## src/rtl/em_access_arbiter_if.sv

```systemverilog
// ----------------------------------------------------------------------------
// em_access_arbiter_if
//   Requester-side bundle of the external byte-memory arbiter. Both requesters
//   (port 0 = CPU data side, port 1 = program loader) and the shared return
//   signals travel together in this interface.
//
//   Parameters:
//     ADDR_W          byte address width
//
//   Signals:
//     req0/req1       request, held high until the matching ack
//     we0/we1         1 = write, 0 = read
//     size0/size1     1 = byte, 2 = half, 3 = word, 0 = no-op
//     addr0/addr1     base byte address
//     wdata0/wdata1   little-endian write data (byte 0 -> lane 0)
//     ack0/ack1       one-cycle completion pulses
//     rdata           data of the last completed read, zero-extended by size
//     err             one-cycle out-of-range pulse, coincident with ack
//
//   Modports:
//     master          requester view (drives requests, receives completion)
//     slave           arbiter view
// ----------------------------------------------------------------------------
interface em_access_arbiter_if #(
   parameter int ADDR_W = 10
);
   logic              req0;
   logic              req1;
   logic              we0;
   logic              we1;
   logic [1:0]        size0;
   logic [1:0]        size1;
   logic [ADDR_W-1:0] addr0;
   logic [ADDR_W-1:0] addr1;
   logic [31:0]       wdata0;
   logic [31:0]       wdata1;
   logic              ack0;
   logic              ack1;
   logic [31:0]       rdata;
   logic              err;

   modport master (
      output req0, req1, we0, we1, size0, size1, addr0, addr1, wdata0, wdata1,
      input  ack0, ack1, rdata, err
   );

   modport slave (
      input  req0, req1, we0, we1, size0, size1, addr0, addr1, wdata0, wdata1,
      output ack0, ack1, rdata, err
   );
endinterface

```

## src/rtl/em_access_arbiter.sv

```systemverilog
// ----------------------------------------------------------------------------
// em_access_arbiter
//   Shares the external byte memory between the CPU data side (port 0) and the
//   program loader (port 1). Each transaction runs IDLE -> ISSUE -> DONE:
//   the grant and all memory-side outputs are registered in IDLE, the memory
//   sees the access for exactly one cycle in ISSUE (writes commit and reads
//   are captured at the ISSUE -> DONE edge), and DONE pulses the ack.
//   Ties are resolved round-robin; after reset port 0 wins the first tie.
//
//   Optional feature (macro EM_ARBITER_BOUNDS_CHECK_EN):
//     when defined, an access whose used lanes reach MEM_SIZE or wrap past
//     the top of the address space is suppressed (em_control stays 0),
//     rdata is cleared and err pulses with the ack. When undefined, err is
//     tied low and accesses are issued unchanged.
//
//   Parameters:
//     MEM_SIZE        number of valid bytes (address valid iff < MEM_SIZE)
//     ADDR_W          byte address width; lane addresses wrap mod 2^ADDR_W
//
//   Ports:
//     clock           rising-edge clock
//     reset           asynchronous active-low reset
//     bus             requester interface (slave modport)
//     em_control      memory control: 0 none, 1 byte, 2 half, 3 word write
//     em_address      packed lane addresses {A3, A2, A1, A0}
//     em_dw0..em_dw3  write data lanes (unused lanes are 0)
//     em_read         combinational memory read data
// ----------------------------------------------------------------------------
module em_access_arbiter #(
   parameter int MEM_SIZE = 49,
   parameter int ADDR_W   = 10
) (
   input  logic                  clock,
   input  logic                  reset,
   em_access_arbiter_if.slave    bus,
   output logic [2:0]            em_control,
   output logic [4*ADDR_W-1:0]   em_address,
   output logic [7:0]            em_dw0,
   output logic [7:0]            em_dw1,
   output logic [7:0]            em_dw2,
   output logic [7:0]            em_dw3,
   input  logic [31:0]           em_read
);

   typedef enum logic [1:0] {IDLE, ISSUE, DONE} state_t;

   state_t      state;
   logic        last_grant;
   logic        grant;
   logic        l_we;
   logic [1:0]  l_size;
   logic        ack0_q;
   logic        ack1_q;
   logic [31:0] rdata_q;

   // Selected requester, valid while IDLE
   logic              pick;
   logic              sel_we;
   logic [1:0]        sel_size;
   logic [ADDR_W-1:0] sel_addr;
   logic [31:0]       sel_wdata;
   logic              sel_oob;

   // Keeps the bytes a transfer of the given size uses; size 0 keeps nothing.
   function automatic logic [31:0] size_mask(input logic [31:0] d, input logic [1:0] sz);
      case (sz)
         2'd1:    return {24'd0, d[7:0]};
         2'd2:    return {16'd0, d[15:0]};
         2'd3:    return d;
         default: return 32'd0;
      endcase
   endfunction

   // Unused lanes repeat A0 so the memory never flags a lane that is not
   // part of the access (e.g. a byte at MEM_SIZE-1 still reads real data).
   function automatic logic [4*ADDR_W-1:0] lane_addr(input logic [ADDR_W-1:0] a,
                                                    input logic [1:0] sz);
      logic [ADDR_W-1:0] a1;
      logic [ADDR_W-1:0] a2;
      logic [ADDR_W-1:0] a3;
      a1 = (sz == 2'd2 || sz == 2'd3) ? a + ADDR_W'(1) : a;
      a2 = (sz == 2'd3) ? a + ADDR_W'(2) : a;
      a3 = (sz == 2'd3) ? a + ADDR_W'(3) : a;
      return {a3, a2, a1, a};
   endfunction

`ifdef EM_ARBITER_BOUNDS_CHECK_EN
   logic oob_q;
   logic err_q;

   // Used lanes are contiguous, so checking the last one (computed one bit
   // wider to expose wrap-around) covers the whole access.
   function automatic logic out_of_range(input logic [ADDR_W-1:0] a, input logic [1:0] sz);
      logic [ADDR_W:0] last;
      last = {1'b0, a} + ((sz == 2'd3) ? (ADDR_W+1)'(3) :
                          (sz == 2'd2) ? (ADDR_W+1)'(1) : (ADDR_W+1)'(0));
      return (sz != 2'd0) && (last[ADDR_W] || (int'(last) >= MEM_SIZE));
   endfunction

   assign sel_oob = out_of_range(sel_addr, sel_size);
   assign bus.err = err_q;
`else
   assign sel_oob = 1'b0;
   assign bus.err = 1'b0;
`endif

   // Round-robin: on a tie the port not granted last time wins.
   always_comb begin
      pick = 1'b0;
      if (bus.req0 && bus.req1) pick = ~last_grant;
      else                      pick = bus.req1;
      sel_we    = pick ? bus.we1    : bus.we0;
      sel_size  = pick ? bus.size1  : bus.size0;
      sel_addr  = pick ? bus.addr1  : bus.addr0;
      sel_wdata = pick ? bus.wdata1 : bus.wdata0;
   end

   always_ff @(posedge clock or negedge reset) begin
      if (!reset) begin
         state      <= IDLE;
         last_grant <= 1'b1;
         grant      <= 1'b0;
         l_we       <= 1'b0;
         l_size     <= 2'd0;
         ack0_q     <= 1'b0;
         ack1_q     <= 1'b0;
         rdata_q    <= 32'd0;
         em_control <= 3'd0;
         em_address <= '0;
         em_dw0     <= 8'd0;
         em_dw1     <= 8'd0;
         em_dw2     <= 8'd0;
         em_dw3     <= 8'd0;
`ifdef EM_ARBITER_BOUNDS_CHECK_EN
         oob_q      <= 1'b0;
         err_q      <= 1'b0;
`endif
      end else begin
         ack0_q <= 1'b0;
         ack1_q <= 1'b0;
`ifdef EM_ARBITER_BOUNDS_CHECK_EN
         err_q  <= 1'b0;
`endif
         case (state)
            // Grant and present the access for the ISSUE cycle
            IDLE: begin
               if (bus.req0 || bus.req1) begin
                  grant      <= pick;
                  last_grant <= pick;
                  l_we       <= sel_we;
                  l_size     <= sel_size;
`ifdef EM_ARBITER_BOUNDS_CHECK_EN
                  oob_q      <= sel_oob;
`endif
                  em_address <= lane_addr(sel_addr, sel_size);
                  if (sel_we && !sel_oob) begin
                     {em_dw3, em_dw2, em_dw1, em_dw0} <= size_mask(sel_wdata, sel_size);
                     em_control <= {1'b0, sel_size};
                  end else begin
                     {em_dw3, em_dw2, em_dw1, em_dw0} <= 32'd0;
                     em_control <= 3'd0;
                  end
                  state <= ISSUE;
               end
            end
            // Memory commits / read data captured at this edge
            ISSUE: begin
               em_control <= 3'd0;
               em_address <= '0;
               {em_dw3, em_dw2, em_dw1, em_dw0} <= 32'd0;
`ifdef EM_ARBITER_BOUNDS_CHECK_EN
               if (oob_q)
                  rdata_q <= 32'd0;
               else if (!l_we && l_size != 2'd0)
                  rdata_q <= size_mask(em_read, l_size);
               err_q <= oob_q;
`else
               if (!l_we && l_size != 2'd0)
                  rdata_q <= size_mask(em_read, l_size);
`endif
               ack0_q <= ~grant;
               ack1_q <= grant;
               state  <= DONE;
            end
            // Ack is visible this cycle
            DONE: begin
               state <= IDLE;
            end
            default: begin
               state <= IDLE;
            end
         endcase
      end
   end

   assign bus.ack0  = ack0_q;
   assign bus.ack1  = ack1_q;
   assign bus.rdata = rdata_q;

endmodule

```

## src/flat_wrapper.sv

```systemverilog
// flat-port wrapper written by rule: the top's interface ports become plain ports
module em_access_arbiter_flat 
#(
   parameter int MEM_SIZE = 49,
   parameter int ADDR_W   = 10
)
  (clock, reset, em_control, em_address, em_dw0, em_dw1, em_dw2, em_dw3, em_read, bus_req0, bus_req1, bus_we0, bus_we1, bus_size0, bus_size1, bus_addr0, bus_addr1, bus_wdata0, bus_wdata1, bus_ack0, bus_ack1, bus_rdata, bus_err);
  em_access_arbiter_if #(.ADDR_W(ADDR_W)) bus_i ();
  input  logic clock;
  input  logic reset;
  output logic [2:0] em_control;
  output logic [4*ADDR_W-1:0] em_address;
  output logic [7:0] em_dw0;
  output logic [7:0] em_dw1;
  output logic [7:0] em_dw2;
  output logic [7:0] em_dw3;
  input  logic [31:0] em_read;
  input wire logic [$bits(bus_i.req0)-1:0] bus_req0;
  input wire logic [$bits(bus_i.req1)-1:0] bus_req1;
  input wire logic [$bits(bus_i.we0)-1:0] bus_we0;
  input wire logic [$bits(bus_i.we1)-1:0] bus_we1;
  input wire logic [$bits(bus_i.size0)-1:0] bus_size0;
  input wire logic [$bits(bus_i.size1)-1:0] bus_size1;
  input wire logic [$bits(bus_i.addr0)-1:0] bus_addr0;
  input wire logic [$bits(bus_i.addr1)-1:0] bus_addr1;
  input wire logic [$bits(bus_i.wdata0)-1:0] bus_wdata0;
  input wire logic [$bits(bus_i.wdata1)-1:0] bus_wdata1;
  output wire logic [$bits(bus_i.ack0)-1:0] bus_ack0;
  output wire logic [$bits(bus_i.ack1)-1:0] bus_ack1;
  output wire logic [$bits(bus_i.rdata)-1:0] bus_rdata;
  output wire logic [$bits(bus_i.err)-1:0] bus_err;
  assign bus_i.req0 = bus_req0;
  assign bus_i.req1 = bus_req1;
  assign bus_i.we0 = bus_we0;
  assign bus_i.we1 = bus_we1;
  assign bus_i.size0 = bus_size0;
  assign bus_i.size1 = bus_size1;
  assign bus_i.addr0 = bus_addr0;
  assign bus_i.addr1 = bus_addr1;
  assign bus_i.wdata0 = bus_wdata0;
  assign bus_i.wdata1 = bus_wdata1;
  assign bus_ack0 = bus_i.ack0;
  assign bus_ack1 = bus_i.ack1;
  assign bus_rdata = bus_i.rdata;
  assign bus_err = bus_i.err;
  em_access_arbiter #(.MEM_SIZE(MEM_SIZE), .ADDR_W(ADDR_W)) u_core (.clock(clock), .reset(reset), .bus(bus_i), .em_control(em_control), .em_address(em_address), .em_dw0(em_dw0), .em_dw1(em_dw1), .em_dw2(em_dw2), .em_dw3(em_dw3), .em_read(em_read));
endmodule
```

## config.mk

```make
export PLATFORM = sky130hd
export DESIGN_NAME = em_access_arbiter_flat
export DESIGN_NICKNAME = d
export VERILOG_FILES = /design/src/rtl/em_access_arbiter_if.sv /design/src/rtl/em_access_arbiter.sv /design/src/flat_wrapper.sv
export SDC_FILE = /design/constraint.sdc
export NUM_CORES = 1
export LEC_CHECK = 0
export ABC_AREA = 0
export ABC_CLOCK_PERIOD_IN_PS = 4500
export BUFFER_PORTS_ARGS = -buffer_cell sky130_fd_sc_hd__buf_2
export CAP_MARGIN = 20
export CORE_MARGIN = 2
export CORE_UTILIZATION = 45
export CTS_BUF_LIST = sky130_fd_sc_hd__clkbuf_8 sky130_fd_sc_hd__clkbuf_16
export CTS_CLUSTER_DIAMETER = 80
export DETAILED_ROUTE_END_ITERATION = 16
export MAX_ROUTING_LAYER = met4
export PLACE_DENSITY_LB_ADDON = 0.05
export SLEW_MARGIN = 25
export SYNTH_ARGS = -nofsm -noshare
export SYNTH_HDL_FRONTEND = slang
export SYNTH_SLANG_ARGS = --single-unit
```

## constraint.sdc

```tcl
create_clock -name clock -period 4.5 [get_ports clock]
set_input_delay 0.225 -clock clock [delete_from_list [all_inputs] [get_ports clock]]
set_output_delay 0.225 -clock clock [all_outputs]
set_load 0.02 [all_outputs]
```

==> results.sh, run 1 <==
export IMPL_status="complete, no violations"
export IMPL_leakage_nw=3.95
export IMPL_path_delay_family="compound AO/OA/AOI/OAI gates"
export IMPL_share_comb_of_total_power_pct=39.8
export IMPL_area_growth_pct=33.9
export IMPL_path_buf_inv=1
export IMPL_antenna_found_initial=0
export IMPL_io_pins=236
export IMPL_first_global_vias=4742
export IMPL_hold_class="in -> reg"
export IMPL_clk_latency_ps=410
export IMPL_start_util_pct=45.9
export IMPL_syn_avg_cell_area_sq_um=9.59
export IMPL_required_ps=4780
export IMPL_grt_start_max_net_pins=83
export IMPL_hpwl_um=10900
export IMPL_synth_seq_cells=114
export IMPL_cts_max_level=4
export IMPL_tightest_slew_ps=886
export IMPL_synth_edf_count=0
export IMPL_period_needed_ps=2750
export IMPL_crit_arrival_ps=3030
export IMPL_timing_final_crit_share_pct=61.1
export IMPL_cp_max_fo=23
export IMPL_grt_overflow_total=0
export IMPL_switching_share_pct=40.7
export IMPL_grt_pass1_wl_um=23600
export IMPL_cts_tree="built"
export IMPL_core_area_sq_um=12000
export IMPL_post_drt_wl_per_cell_um=15.6
export IMPL_clk_pin_slew_ps=50
export IMPL_filler_cell_count=1043
export IMPL_layout_nets=930
export IMPL_synth_warnings=0
export IMPL_ir_drop_v=0.000308
export IMPL_p_sw_mw=1.88
export IMPL_cap_violations=0
export IMPL_antenna_cells=0
export IMPL_crit_type="reg -> reg"
export IMPL_die_w_um=114
export IMPL_worstSetupEndpointType="register"
export IMPL_clkPwrFrac_pct=25.8
export IMPL_port_buffers=233
export IMPL_postRouteAntennaNets=0
export IMPL_yosysUniqueCellTypes=47
export IMPL_skew_ps=10.3
export IMPL_cts_sinks=114
export IMPL_relSlewSlack_pct=40.8
export IMPL_wl_um=15000
export IMPL_seqPwrFrac_pct=34.4
export IMPL_cts_root_buf="clkbuf_16"
export IMPL_drt_iter0_drc=291
export IMPL_async_flop_share_pct=100
export IMPL_setup_ws_ps=1750
export IMPL_rows=40
export IMPL_dr_total_vias=4911
export IMPL_pre_cts_ws_ps=1760
export IMPL_rsz0062_at_grt="no"
export IMPL_internal_power_mw=2.74
export IMPL_worstPathCellList="a21boi_4 -> mux2i_1 -> inv_2 -> ha_1 -> a22oi_1 -> nor4_1 -> o2bb2ai_1 -> xnor2_1 -> o21ai_1"
export IMPL_remaining_drc_errors=0
export IMPL_syn_inst=573
export IMPL_setup_violations_final=0
export IMPL_synth_seq_area_share_pct=51.9
export IMPL_die_area_sq_um=13100
export IMPL_viasPerCell=5.11
export IMPL_cp_slowest_stage_delay_ps=700
export IMPL_grt_usage_pct=23.9
export IMPL_drv_slew=0
export IMPL_fin_tns_setup_ps=0
export IMPL_gp_congestion=0.850
export IMPL_post_cts_buffers=0
export IMPL_cts_buffers=17
export IMPL_fmax_mhz=364
export IMPL_crit_slowest_cell="a21boi_4"
export IMPL_p_per_area_nw_per_um2=629
export IMPL_drive_above_1_share_pct=35.1
export IMPL_first_pass_iters=5
export IMPL_clock_path_buffers=2
export IMPL_start_kind="register"
export IMPL_hold_violations=0
export IMPL_die_h_um=114
export IMPL_netlist_area_sq_um=5490
export IMPL_synth_flop_cell="dfrtp_1"
## registers in the layout, indices dropped and copies added, names as in the netlist, 2 cells and up
| name | count |
|---|---|
| u_core.em_dw1 | 8 |
| u_core.bus.rdata | 32 |
| u_core.em_dw2 | 8 |
| u_core.state | 2 |
| u_core.l_size | 2 |
| u_core.em_control | 2 |
| u_core.em_dw3 | 8 |
| u_core.em_address | 39 |
| u_core.em_dw0 | 8 |
## routing by layer
| layer | GRT usage [%] | wire (um) |
|---|---|---|
| met5 | - | 0 |
| met4 | 8.46 | 268 |
| met3 | 7.41 | 1020 |
| met2 | 37.4 | 7300 |
| met1 | 29.3 | 6380 |
## cell usage in the layout (no fill, tap or decap), types with 4 or more instances in the layout
cell type      count
a22o_1             4
buf_2            232
buf_4              6
clkbuf_16         17
clkbuf_8           5
dfrtp_1          113
dlygate4sd3_1      8
inv_1             10
mux2i_1           45
mux2i_2            4
nand2_1          133
nand3_1           61
nand4_1            8
nor2_1            12
nor3_1             5
o21ai_0           42
o21ai_1           30
o31ai_1            4
xnor2_1           15
xor2_1             5
## repair_timing
action | 4_1_cts | 5_1_grt
setup endpoints to repair | 0 | 0
hold endpoints to repair | 7 | 80
gates resized for setup | 0 | 0
hold buffers | 7 | 1
## worst paths after layout
kind,start,end,slack [ps],cells after the start
min in group asynchronous,reset,u_core.bus.rdata[29],410,2
max in group asynchronous,reset,u_core.em_dw3[2],3150,3
min reg2reg,u_core.grant,u_core.bus.ack0,430,1
min,em_read[4],u_core.bus.rdata[4],30,3
max reg2reg,u_core.last_grant,u_core.em_address[39],1750,9
max,u_core.last_grant,u_core.em_address[39],1750,9
## final cells by class
cell class,instances,area [sq um],share of cell area (%)
clock buffer,22,494,6.72
clock inverter,10,46.3,0.629
inverter,7,26.3,0.357
multi-input combinational,414,2450,33.4
sequential,114,2850,38.8
tap,147,184,2.50
timing repair buffer,247,1300,17.6
## synth_stat cells (2+ instances only)
cell type	number	share of area (%)
nand4_1	8	0.91
a31oi_1	3	0.34
mux2_2	2	0.41
or3_1	3	0.34
dfrtp_1	113	51
a22oi_1	2	0.27
buf_6	2	0.41
o21ai_1	31	2.8
nor2b_1	2	0.23
mux2i_4	2	0.82
a21oi_1	2	0.18
a22o_1	4	0.64
o31ai_1	4	0.55
o2bb2ai_1	2	0.32
nand3_1	61	5.6
o21ai_0	42	3.8
buf_4	6	0.82
and3_1	3	0.34
ha_1	3	0.68
mux2i_2	4	1.0
nor2_1	12	0.82
o21a_1	2	0.27
nand2_1	133	9.1
mux2i_1	45	8.2
clkbuf_1	27	1.8
buf_2	4	0.36
inv_2	3	0.20
nor3_1	6	0.55
xor2_1	5	0.80
xnor2_1	15	2.4
nor4_1	3	0.34
inv_1	4	0.27
## worst min-delay path, cell delays in order
cell and delay [ps]:
buf_2 80, nand2_1 40, nand2_1 50
## kinds of logic (layout without fill, tap and decap cells)
group | Yosys count | in the layout | share of synthesized area [%]
AOI/OAI and AO/OA | 100 | 100 | 10.9
other | 1 | 2 | 0.0683
muxes | 53 | 53 | 10.4
adders and majority gates | 3 | 3 | 0.683
xor gates and xnor gates | 20 | 20 | 3.19
buffers and inverters | 46 | 286 | 3.92
DFF | 114 | 114 | 51.9
and+or+nand+nor | 236 | 236 | 18.9
## power groups by stage
stage	logic (mW)	registers, mW	clock network [mW]
floorplan	0.826	1.99	0
global placement	1.83	1.59	0
detailed placement	1.85	1.60	0
CTS	1.86	1.59	1.22
global route	2.03	1.64	1.27
finish	1.84	1.59	1.19
## stage by stage
| stage | std cells | util [%] | power (mW) | instance area, sq um | hold slack [ps] |
|---|---|---|---|---|---|
| finish | 961 | 61.5 | 4.63 | 7360 | 27.1 |
| global route | 961 | 61.5 | 4.93 | 7360 | 16.5 |
| CTS | 960 | 61.4 | 4.68 | 7340 | 2.45 |
| detailed placement | 921 | 56.3 | 3.46 | 6730 | 416 |
| global placement | 921 | 56.3 | 3.43 | 6730 | 414 |
| floorplan | 574 | - | 2.81 | 5500 | -70.6 |
(Power assumes the default switching activity.)
==> run 2: changes to the inputs <==
--- a/config.mk
+++ b/config.mk
@@ -6,11 +6,11 @@
 export NUM_CORES = 1
 export LEC_CHECK = 0
 export ABC_AREA = 0
-export ABC_CLOCK_PERIOD_IN_PS = 4500
+export ABC_CLOCK_PERIOD_IN_PS = 2450
 export BUFFER_PORTS_ARGS = -buffer_cell sky130_fd_sc_hd__buf_2
 export CAP_MARGIN = 20
 export CORE_MARGIN = 2
-export CORE_UTILIZATION = 45
+export CORE_UTILIZATION = 43
 export CTS_BUF_LIST = sky130_fd_sc_hd__clkbuf_8 sky130_fd_sc_hd__clkbuf_16
 export CTS_CLUSTER_DIAMETER = 80
 export DETAILED_ROUTE_END_ITERATION = 16
==> constraint.sdc (replaced) <==
create_clock -name clock -period 2.45 [get_ports clock]
set_input_delay 0.1225 -clock clock [delete_from_list [all_inputs] [get_ports clock]]
set_output_delay 0.1225 -clock clock [all_outputs]
set_load 0.02 [all_outputs]
==> run 2 against run 1 <==
Worst setup slack got worse by 1500 ps; sequential cell count is the same; critical path depth rose by 2; clock skew decreased by 5.1 ps; hold slack worse by 16 ps; first-iteration DRC count up 14%; critical endpoint unchanged.
==> results.sh, run 2 (synthesis results as in run 1) <==
export IMPL_status="complete, no violations"
export IMPL_clk_pin_slew_ps=50
export IMPL_cts_root_buf="clkbuf_16"
export IMPL_worstReg2RegStart="u_core.last_grant"
export IMPL_cts_tree="built"
export IMPL_core_area_sq_um=12600
export IMPL_start_util_pct=43.7
export IMPL_setup_violations_final=0
export IMPL_ir_drop_v=0.000480
export IMPL_tightest_slew_ps=888
export IMPL_skew_ps=5.14
export IMPL_rows=41
export IMPL_start_kind="primary input"
export IMPL_hold_violations=0
export IMPL_drive_above_1_share_pct=33.9
export IMPL_filler_cell_count=1100
export IMPL_die_area_sq_um=13700
export IMPL_grt_start_max_net_pins=68
export IMPL_antenna_cells=0
export IMPL_utilization_pct=63.3
export IMPL_area_growth_pct=44.8
export IMPL_period_needed_ps=2210
export IMPL_cp_max_fo=5
export IMPL_cts_max_level=4
export IMPL_drt_iter0_drc=332
export IMPL_clk_latency_ps=410
export IMPL_cap_violations=0
export IMPL_hold_class="in -> reg"
export IMPL_drv_slew=0
export IMPL_crit_type="in -> reg"
export IMPL_antenna_found_initial=0
export IMPL_grt_overflow_total=0
export IMPL_worstHoldStart="bus_wdata0[7]"
export IMPL_first_global_vias=5135
export IMPL_rsz0062_at_grt="no"
export IMPL_most_common_layout_cells="buf_2 (232), nand2_1 (133), dfrtp_1 (113), nand3_1 (61), dlygate4sd3_1 (57)"
export IMPL_layout_nets=989
export IMPL_p_per_area_nw_per_um2=1090
export IMPL_die_h_um=117
export IMPL_crit_start="bus_req0"
export IMPL_cts_buffers=17
export IMPL_regMostFlops="u_core.em_address"
export IMPL_fin_tns_setup_ps=0
export IMPL_clock_path_buffers=2
export IMPL_largest_reg_flops=39
export IMPL_cts_sinks=114
export IMPL_leakage_nw=4.20
export IMPL_reg2reg_depth=10
export IMPL_first_pass_iters=5
export IMPL_worstSetupEndpointType="register"
export IMPL_required_ps=2720
export IMPL_grt_pass1_wl_um=25300
export IMPL_wl_um=16400
export IMPL_io_pins=236
export IMPL_min_path_cells=3
export IMPL_gp_congestion=0.932
export IMPL_dr_total_vias=5314
export IMPL_grt_usage_pct=24.8
export IMPL_remaining_drc_errors=0
export IMPL_hpwl_um=11700
export IMPL_viasPerCell=5.09
export IMPL_timing_final_crit_share_pct=90.3
export IMPL_port_buffers=233
export IMPL_postRouteAntennaNets=0
export IMPL_post_drt_wl_per_cell_um=15.7
export IMPL_die_w_um=117
export IMPL_layoutNonFillerInstCount=1043
export IMPL_fmax_mhz=452
export IMPL_final_common_cell="buf_2"
export IMPL_relSlewSlack_pct=40.8
export IMPL_dp_cells=956
export IMPL_crit_arrival_ps=2480
## run 2: per-layer routing
layer | track usage (%) | routed length [um] | up-vias
li1 | - | - | 2555
met4 | 8.78 | 193 | 0
met1 | 31.8 | 7340 | 2559
met3 | 4.74 | 862 | 13
met5 | - | 0 | -
met2 | 39.5 | 8000 | 187
## run 2: power by group
part	switching [mW]	internal, mW
sequential	0.384	2.56
combinational	2.34	1.21
clock	0.791	1.40
## run 2: path summary, 6_finish.rpt
kind	slack, ps	to
min reg2reg	430	u_core.bus.ack0
min	10	u_core.em_dw0[7]
min in group asynchronous	160	u_core.bus.rdata[3]
max reg2reg	260	u_core.em_address[39]
max	240	u_core.em_address[39]
max in group asynchronous	1580	u_core.em_dw2[5]
## run 2: cell type report
type                    instances  area (sq um)  share of cell area [%]
flip-flops and latches        114          2850                    35.9
multi-input cells             414          2460                    30.9
repair buffers                306          1870                    23.5
clock buffers                  19           453                    5.69
well taps                     172           215                    2.70
clock inverters                11          76.3                   0.959
inverters                       7          26.3                   0.330
## run 2: repair_timing
item / CTS / global route
buffers inserted: 0 / 0
endpoints found under the hold margin: 126 / 0
gates resized for setup: 0 / 1
hold buffers: 57 / 0
endpoints found under the setup margin: 0 / 1
## run 2: through the flow
| stage | total power [mW] | cell area, sq um | hold slack [ps] | worst slack (ps) |
|---|---|---|---|---|
| after floorplan | 5.16 | 5500 | -173 | 285 |
| after global placement | 6.38 | 6850 | 23.2 | 233 |
| after detailed placement | 6.44 | 6850 | 26.1 | 185 |
| after CTS | 8.76 | 7950 | 0.934 | 163 |
| after global routing | 9.27 | 7960 | 18.7 | 72.6 |
| final | 8.69 | 7960 | 10.8 | 237 |
## run 2: critical path, cell delays in order
cell and delay (ps):
dlygate4sd3_1 540, buf_2 180, a21boi_4 220, mux2i_1 330
inv_2 100, ha_1 230, a22oi_1 230, nor4_1 120
o2bb2ai_1 170, xnor2_1 150, o21ai_1 70
==> run 3: changes to the inputs <==
--- a/config.mk
+++ b/config.mk
@@ -9,10 +9,10 @@
 export ABC_CLOCK_PERIOD_IN_PS = 2450
 export BUFFER_PORTS_ARGS = -buffer_cell sky130_fd_sc_hd__buf_2
 export CAP_MARGIN = 20
+export CORE_ASPECT_RATIO = 0.5
 export CORE_MARGIN = 2
 export CORE_UTILIZATION = 43
 export CTS_BUF_LIST = sky130_fd_sc_hd__clkbuf_8 sky130_fd_sc_hd__clkbuf_16
-export CTS_CLUSTER_DIAMETER = 80
 export DETAILED_ROUTE_END_ITERATION = 16
 export MAX_ROUTING_LAYER = met4
 export PLACE_DENSITY_LB_ADDON = 0.05
==> constraint.sdc (replaced) <==
create_clock -name clock -period 2.45 [get_ports clock]
set_input_delay 0.1225 -clock clock [delete_from_list [all_inputs] [get_ports clock]]
set_output_delay 0.1225 -clock clock [all_outputs]
set_load 0.005 [all_outputs]
==> run 3 against run 2 <==
Via count decreased by 1.6%; fmax decreased by 4.5%; total power decreased by 2.5%; clock skew increased by 4.0 ps; critical endpoint is now u_core.em_dw3[2].
==> results.sh, run 3 (synthesis results as in run 1) <==
export IMPL_viasPerCell=4.99
export IMPL_cts_tree="built"
export IMPL_filler_cell_count=1077
export IMPL_antenna_found_initial=0
export IMPL_port_buffers=233
export IMPL_grt_usage_pct=25.4
export IMPL_die_area_sq_um=13800
export IMPL_grt_start_max_net_pins=59
export IMPL_status="complete, no violations"
export IMPL_clk_latency_ps=410
export IMPL_regMostFlops="u_core.em_address"
export IMPL_crit_arrival_ps=2590
export IMPL_io_pins=236
export IMPL_hold_violations=0
export IMPL_first_global_vias=5258
export IMPL_crit_type="reg -> reg"
export IMPL_final_common_cell="buf_2"
export IMPL_timing_final_crit_share_pct=94.6
export IMPL_hold_class="in -> reg"
export IMPL_min_path_cells=3
export IMPL_cts_buffers=17
export IMPL_cts_sinks=114
export IMPL_post_drt_wl_per_cell_um=15.7
export IMPL_drv_slew=0
export IMPL_clock_path_buffers=2
export IMPL_rows=29
export IMPL_hpwl_um=11300
export IMPL_tightest_slew_ps=753
export IMPL_p_per_area_nw_per_um2=1040
export IMPL_worstPathCellList="a21bo_2 -> buf_4 -> buf_6 -> mux2i_1 -> dlygate4sd3_1 -> o21ai_0"
export IMPL_required_ps=2720
export IMPL_cts_max_level=4
export IMPL_relSlewSlack_pct=49.8
export IMPL_start_util_pct=43.8
export IMPL_regToRegSetupSlack_ps=130
export IMPL_cap_violations=0
export IMPL_dp_cells=953
export IMPL_start_kind="register"
export IMPL_period_needed_ps=2320
export IMPL_largest_reg_flops=39
export IMPL_area_growth_pct=47.7
export IMPL_timing_rr_end="u_core.em_dw3[2]"
export IMPL_postRouteAntennaNets=0
export IMPL_rsz0062_at_grt="no"
export IMPL_die_h_um=83.9
export IMPL_antenna_cells=0
export IMPL_cp_max_fo=17
export IMPL_clk_pin_slew_ps=60
export IMPL_reg2reg_depth=6
export IMPL_grt_overflow_total=0
export IMPL_grt_pass1_wl_um=26500
export IMPL_worstSetupEndpointType="register"
export IMPL_die_w_um=164
export IMPL_cts_root_buf="clkbuf_16"
export IMPL_crit_slowest_cell="dfstp_2"
export IMPL_worstReg2RegStart="u_core.last_grant"
export IMPL_most_common_layout_cells="buf_2 (232), nand2_1 (133), dfrtp_1 (113), dlygate4sd3_1 (63), nand3_1 (61)"
export IMPL_wl_um=16400
export IMPL_layoutNonFillerInstCount=1048
export IMPL_drt_iter0_drc=375
export IMPL_gp_congestion=0.887
export IMPL_leakage_nw=4.25
export IMPL_worstHoldStart="bus_wdata1[29]"
export IMPL_dr_total_vias=5229
export IMPL_first_pass_iters=4
export IMPL_setup_violations_final=0
export IMPL_cp_slowest_stage_delay_ps=580
export IMPL_ir_drop_v=0.000557
export IMPL_core_area_sq_um=12600
export IMPL_fmax_mhz=431
export IMPL_remaining_drc_errors=0
export IMPL_skew_ps=9.09
export IMPL_holdPathEnd="u_core.em_dw3[5]"
export IMPL_layout_nets=994
export IMPL_drive_above_1_share_pct=34.3
export IMPL_fin_tns_setup_ps=0
## run 3: cell types whose count changed in the layout (fill, tap and decap cells not counted), sizes merged
| cell | previous run | this run |
|---|---|---|
| bufinv | 1 | 4 |
| clkbuf | 19 | 18 |
| buf | 249 | 248 |
| clkinv | 4 | 5 |
| dlygate4sd3 | 57 | 63 |
| inv | 12 | 11 |
## run 3: worst max-delay path by stage
stage | start | to | slack, ps | cells after the start
final | u_core.last_grant | u_core.em_dw3[2] | 130 | 6
after global routing | u_core.last_grant | u_core.em_dw3[2] | 30 | 6
after CTS | u_core.last_grant | u_core.em_dw3[2] | 80 | 6
after detailed placement | u_core.last_grant | u_core.em_address[28] | 300 | 6
after global placement | u_core.last_grant | u_core.em_address[28] | 350 | 6
after floorplan | u_core.last_grant | u_core.em_address[39] | 280 | 11
## run 3: per-stage QoR
step | total power, mW | instance area (sq um) | hold slack (ps) | worst slack, ps | util, %
5_1_grt | 9.05 | 8120 | 20.2 | 28.3 | 64.7
4_1_cts | 8.55 | 8110 | 0.981 | 77.8 | 64.6
3_3_place_gp | 5.68 | 6840 | 38.8 | 354 | 54.5
2_1_floorplan | 4.47 | 5500 | -173 | 285 | -
3_5_place_dp | 5.74 | 6840 | 34.9 | 298 | 54.5
6_report | 8.47 | 8120 | 9.81 | 132 | 64.7
## run 3: layout make-up
class                           count  area, sq um  share of cell area, %
Tap cell                          170          213                   2.62
Multi-Input combinational cell    414         2450                   30.2
Inverter                            7         26.3                  0.324
Sequential cell                   114         2850                   35.2
Timing Repair Buffer              311         1930                   23.8
Clock inverter                     14          203                   2.50
Clock buffer                       18          439                   5.41
## run 3: report_power, final
group	internal (mW)	switching (mW)	total [mW]
registers	2.55	0.394	2.95
clock network	1.75	0.934	2.68
logic	1.19	1.65	2.84
total	5.49	2.98	8.47
## run 3: metal layers
metal	GRT usage [%]	part of all wire [%]	vias up
li1	-	-	2564
met1	32.9	45	2456
met2	40.7	47	193
met3	5.81	6.6	16
met4	6.54	0.93	0
met5	-	0	-
## run 3: timing repair
action                                 4_1_cts  5_1_grt
endpoints found under the hold margin      135        0
hold buffers                                63        0
setup buffers                                0        0
setup endpoints to repair                    0        4
resized for setup                            0        1
## run 3: critical path, delay by kind of cell, from the launching register on
family                 cells  cell delay, ps
buffers and inverters      3            1090
flip-flops                 1             580
AO/OA/AOI/OAI              2             300
multiplexers               1             200
